==> config.mk <==
export PLATFORM = sky130hd
export DESIGN_NAME = irq_ctrl
export DESIGN_NICKNAME = d
export VERILOG_FILES = /design/src/rtl/irq_ctrl.sv
export SDC_FILE = /design/constraint.sdc
export NUM_CORES = 1
export LEC_CHECK = 0
export CAP_MARGIN = 20
export CORE_MARGIN = 2
export CORE_UTILIZATION = 39
export DETAILED_ROUTE_END_ITERATION = 7
export GPL_TIMING_DRIVEN = 1
export PLACE_DENSITY = 0.87
export SKIP_LAST_GASP = 1
export SYNTH_ARGS = -nofsm -noshare
export SYNTH_HDL_FRONTEND = slang
export SYNTH_SLANG_ARGS = --single-unit
==> constraint.sdc <==
create_clock -name clk -period 1.6 [get_ports clk]
set_input_delay 0.24 -clock clk [delete_from_list [all_inputs] [get_ports clk]]
set_output_delay 0.24 -clock clk [all_outputs]
set_load 0.02 [all_outputs]
==> src/rtl/irq_ctrl.sv <==
// irq_ctrl: interrupt controller sitting between the bridge and CP0.
// Holds MASK/PEND/MODE registers, edge/level capture per source, and a
// small IDLE/REQ/SERVICE FSM that raises intreq and tracks the serviced id.
// Optional build macro: IRQ_SYNC_EN adds a two-flop synchronizer on src.
module irq_ctrl #(
  parameter int NSRC = 6
) (
  input  logic            clk,
  input  logic            reset,
  input  logic [NSRC-1:0] src,
  input  logic [1:0]      addr,
  input  logic            we,
  input  logic [31:0]     wdata,
  output logic [31:0]     rdata,
  input  logic            int_ack,
  output logic [NSRC-1:0] hwint,
  output logic            intreq
);

  localparam logic [1:0] A_MASK = 2'd0;
  localparam logic [1:0] A_PEND = 2'd1;
  localparam logic [1:0] A_MODE = 2'd2;
  localparam logic [1:0] A_STAT = 2'd3;

  typedef enum logic [1:0] {IDLE = 2'd0, REQ = 2'd1, SERVICE = 2'd2} state_t;

  logic [NSRC-1:0] r_mask, r_pend, r_mode, r_src_q;
  logic [2:0]      r_cur_id;
  state_t          r_state, w_state_nxt;

  logic [NSRC-1:0] w_src, w_rise, w_clr, w_pend_nxt;
  logic [2:0]      w_top_id;
  logic            w_hit, w_cur_live;

`ifdef IRQ_SYNC_EN
  logic [NSRC-1:0] r_sync1, r_sync2;

  // Two-flop synchronizer so asynchronous sources never feed the edge logic directly.
  always_ff @(posedge clk) begin
    if (reset) begin
      r_sync1 <= '0;
      r_sync2 <= '0;
    end else begin
      r_sync1 <= src;
      r_sync2 <= r_sync1;
    end
  end

  assign w_src = r_sync2;
`else
  assign w_src = src;
`endif

  // Edge mode: rise sets, W1C clears, set beats clear. Level mode: follow src.
  assign w_rise     = w_src & ~r_src_q;
  assign w_clr      = (we && addr == A_PEND) ? wdata[NSRC-1:0] : '0;
  assign w_pend_nxt = (r_mode & (w_rise | (r_pend & ~w_clr))) | (~r_mode & w_src);

  assign hwint      = r_pend & r_mask;
  assign w_hit      = |hwint;
  assign w_cur_live = r_pend[r_cur_id] & r_mask[r_cur_id];
  assign intreq     = (r_state == REQ);

  // Highest-index pending source wins the id capture.
  always_comb begin
    w_top_id = '0;
    for (int i = 0; i < NSRC; i++)
      if (hwint[i]) w_top_id = 3'(i);
  end

  // Register file, source sample and pending capture.
  always_ff @(posedge clk) begin
    if (reset) begin
      r_mask  <= '0;
      r_mode  <= '0;
      r_pend  <= '0;
      r_src_q <= '0;
    end else begin
      r_src_q <= w_src;
      r_pend  <= w_pend_nxt;
      if (we && addr == A_MASK) r_mask <= wdata[NSRC-1:0];
      if (we && addr == A_MODE) r_mode <= wdata[NSRC-1:0];
    end
  end

  // FSM state and serviced-id capture on acknowledge.
  always_ff @(posedge clk) begin
    if (reset) begin
      r_state  <= IDLE;
      r_cur_id <= '0;
    end else begin
      r_state <= w_state_nxt;
      if (r_state == REQ && w_hit && int_ack) r_cur_id <= w_top_id;
    end
  end

  // Next-state: acknowledge only counts while requesting with something pending.
  always_comb begin
    w_state_nxt = r_state;
    case (r_state)
      IDLE:    if (w_hit) w_state_nxt = REQ;
      REQ: begin
        if (!w_hit)       w_state_nxt = IDLE;
        else if (int_ack) w_state_nxt = SERVICE;
      end
      SERVICE: if (!w_cur_live) w_state_nxt = IDLE;
      default: w_state_nxt = IDLE;
    endcase
  end

  // Combinational register read; unused upper bits read as zero.
  always_comb begin
    rdata = '0;
    case (addr)
      A_MASK: rdata[NSRC-1:0] = r_mask;
      A_PEND: rdata[NSRC-1:0] = r_pend;
      A_MODE: rdata[NSRC-1:0] = r_mode;
      A_STAT: begin
        rdata[5:4] = r_state;
        rdata[2:0] = r_cur_id;
      end
      default: rdata = '0;
    endcase
  end

endmodule

==> summary.md <==
| Metric | Value |
|---|---|
| Layout Area Growth over Synthesis | 33.9% |
| Share of power burned in registers | 44.3% |
| Detailed Route Iter0 Violations | 113 |
| Core Box Area | 3970 um2 |
| Largest fanout on the critical path | 4 |
| Tightest hold margin | 510 ps |
| Number of warnings issued by yosys | 0 |
| Max Clock Skew | 3.09 ps |
| Portion of synthesized cell area occupied by the leading cell type | approximately 36% |
| Post-route design area | about 2100 um2 |
| Synth Instances | approximately 170 |
| Synthesized area divided by synthesized cell count | 9.68 um2 |
| Leading post-synthesis cells by cell area | dfxtp_1, buf_4, mux4_2, mux2i_1, nand2_1 |
| Outcome | completed |
| CP arrival | 1340 ps |
| Switching portion of total power | around a quarter |
| Final total power | between 1.5 and 2 mW |
| Fraction of final layout cells with drive strength greater than 1 | 28.5% |
| Initial Util | 40.2% |
| Max-cap violation count | 0 |
| Number of nets at the end of the flow | 271 |
| Pwr dens | a little over 800 nW/um2 |
| Post-synth EDFFs | 0 |
| Path category of the worst min-delay check | reg -> reg |
| Netlist area before placement | between 1500 and 2000 um2 |
| Worst voltage drop across the vdd grid | between 0.5 and 0.6 mV |
| Half-perimeter wire length after detailed placement | 2910 um |
| RSZ-0062 raised after global routing | false |
| Inserted Clock Buffers | 5 |
| Site Rows | 23 |
| Final worst setup slack | 16.1 ps |
| Dominant register cell in the synthesized netlist | dfxtp_1 |
| Worst-path cell chain | buf_4, and2_2, dlygate4sd2_1 |
| Via count of the routed design | 1366 |
| Data required time at the worst endpoint | 1360 ps |
| Clock Path Buffers | 2 |
| Count of hold buffers inserted by post-cts repair | 0 |
| Number of sinks handled by clock tree synthesis | 29 |
| Global-route wire length before repair | 6200 um |
| Post-route DRC | 0 |
| Filler Cell Count | 353 |
| Int Pwr | 1.27 mW |
| Util after Layout | about 54% |
| Share of synthesized flip-flops with an asynchronous set or reset | 0% |
| H-tree levels | 2 |
| Critical Path Source | r_pend[3]$_SDFF_PP0_ |
| Total gr overflow | 0 |
| Worst setup slack after placement | -658 ps |
| Iteration count of the initial detailed-routing pass | 4 |
| Tmin final | 1580 ps |
| Area after DPL | 2080 um2 |
| Clock power share | roughly 39% |
| Number of pins exceeding their max-slew limit in the final report | 0 |
| Count of antenna-violating nets left after detailed routing | 0 |
| Beginning of the worst register-to-register path | r_pend[5]$_SDFF_PP0_ |
| Latest clock arrival within the worst-skew pair | ~280 ps |
| Final-report hold violation count | 0 |
| Via count of the first global-routing pass | around 1.3k |
| Worst hold path depth | 2 |
| Category of the worst setup path capture point | output pin |
| Number of antenna violations at the first check in global routing | 0 |
| Sequential area share after synthesis | between 30 and 40% |
| Reg-to-reg critical path endpoint | r_cur_id[0]$_SDFFE_PP0P_ |
| Worst min-delay path startpoint | r_mode[3]$_SDFFE_PP0P_ |
| Cell at the root of the clock tree | clkbuf_8 |
| Number of buffers added for setup after CTS | 0 |
| Total setup violations reported at the end of the flow | 0 |
| Horizontal extent of the die | 68.0 um |
| Buf+Inv Stages, Crit Path | 2 |
| Combinational fraction of design power | 17.0% |
| Period utilization | a little over nine tenths |
| Via/cell ratio | between 4 and 5 |
| Routed length per instance | ~14 um |
| Clock-pin transition on the worst setup and hold timing paths | 60 ps |
| Cell variety after synth | 35 |
| Post-Route WL | 3800 um |
| Die height | 68.0 um |
| Power spent charging and discharging nets | 461 uW |
| Full die area | 4620 um2 |
| Pin count of the biggest net entering global routing | 19 |
| Leakage power figure | 1.00 nW |
| Endpoint of the worst hold path | r_mode[3]$_SDFFE_PP0P_ |
| Slowest stage delay, CP | 390 ps |
| Worst R2R Path Depth | 6 |
| Type of the worst setup path | reg -> out |
| Overall routing resource usage | 18.5% |
| Highest achievable clock rate | 0.631 GHz |
| Worst-case register-to-register setup slack | ~100 ps |
| Final weighted congestion in routability-driven placement | 0.888 |
| IO Port Bufs | 30 |
| Launching element type of the critical path | flip-flop |
| Cell type contributing the most total cell area after synthesis | dfxtp_1 |
| Cell with the largest stage delay on the worst path | dfxtp_1 |
| Antenna diode instance count | 0 |
| IO Pins | 83 |
| Register bit total from synthesis | 29 |
| Family with the most delay on the worst path | buffers and inverters |
| Clock tree from TritonCTS | built |
-- worst max path at each step --
| stage | end | slack (ps) | depth (start not counted) |
|---|---|---|---|
| CTS | rdata[3] | -30 | 6 |
| global placement | rdata[2] | -660 | 3 |
| global route | hwint[3] | 10 | 3 |
| finish | hwint[3] | 20 | 3 |
| floorplan | rdata[2] | 220 | 2 |
| detailed placement | rdata[2] | -660 | 3 |
-- metrics by stage --
stage          cells  setup TNS, ps
2_1_floorplan    190              0
3_3_place_gp     270          -6300
3_5_place_dp     270          -7110
4_1_cts          278          -26.5
5_1_grt          278              0
6_report         278              0
-- kinds of logic (layout without fill, tap and decap cells) --
family,count (synthesis),in the layout,synth area share (%)
AOI/OAI and AO/OA,34,34,18.6
buffers and inverters,38,76,15.9
DFF,29,29,36.4
muxes,14,14,13.2
other,1,26,0.235
and+or+nand+nor,49,49,15.7
-- power groups by stage --
stage | Combinational, mW | Sequential, mW | Clock [mW]
finish | 0.293 | 0.766 | 0.670
global route | 0.319 | 0.768 | 0.713
detailed placement | 0.301 | 0.780 | 0
CTS | 0.295 | 0.765 | 0.682
global placement | 0.295 | 0.778 | 0
floorplan | 0.211 | 0.785 | 0
-- flip-flops by register name, summed over array words and instances, names as in the netlist --
register  cells
r_pend        6
r_state       2
r_cur_id      3
r_mode        6
r_src_q       6
r_mask        6
-- per-layer routing --
metal | share of wire [%] | global-route usage (%)
met5 | 0 | 0
met4 | 1.5 | 8.75
met3 | 6.3 | 4.77
met2 | 50 | 30.2
met1 | 42 | 22.8
-- tightest hold or removal path: stages, from the launching register on --
cell and delay [ps]:
dfxtp_1 340, nand2_1 70, a21oi_1 50
-- placed cells by master, fill, tap and decap left out, types with 2 or more instances in the layout --
master	n
nand3_1	7
mux2i_1	8
a21oi_1	9
nor2b_1	8
nor2_1	9
a21boi_0	6
o21ai_0	2
buf_2	5
clkbuf_8	7
a22oi_2	2
and2_2	2
buf_4	32
and2_1	2
dlygate4sd2_1	6
inv_1	5
conb_1	26
nand2_1	17
dfxtp_1	29
clkbuf_2	3
clkdlybuf4s50_1	15
mux4_2	4
a41o_1	5
-- Yosys cell counts (2+ instances only) --
| cell type | instances |
|---|---|
| dfxtp_1 | 29 |
| buf_4 | 26 |
| nand2_1 | 17 |
| a21oi_1 | 9 |
| nor2_1 | 9 |
| mux2i_1 | 8 |
| nor2b_1 | 8 |
| nand3_1 | 7 |
| a21boi_0 | 6 |
| a41o_1 | 5 |
| buf_2 | 5 |
| inv_1 | 5 |
| mux4_2 | 4 |
| a211oi_1 | 2 |
| a22oi_2 | 2 |
| and2_1 | 2 |
| and2_2 | 2 |
| o21ai_0 | 2 |
-- final cells by class --
cell class | count | area, um2 | area share (%)
Clock inverter | 1 | 5.00 | 0.234
Sequential cell | 29 | 581 | 27.2
Tap cell | 50 | 62.6 | 2.93
Inverter | 5 | 18.8 | 0.878
Multi-Input combinational cell | 123 | 861 | 40.3
Timing Repair Buffer | 63 | 514 | 24.0
Clock buffer | 7 | 96.3 | 4.51
-- timing repair --
action                                  CTS  global route
gates resized for setup                  32             8
endpoints found under the setup margin   13             5
pin swaps                                 0             1
No activity file was read; power rests on OpenSTA's default activity.
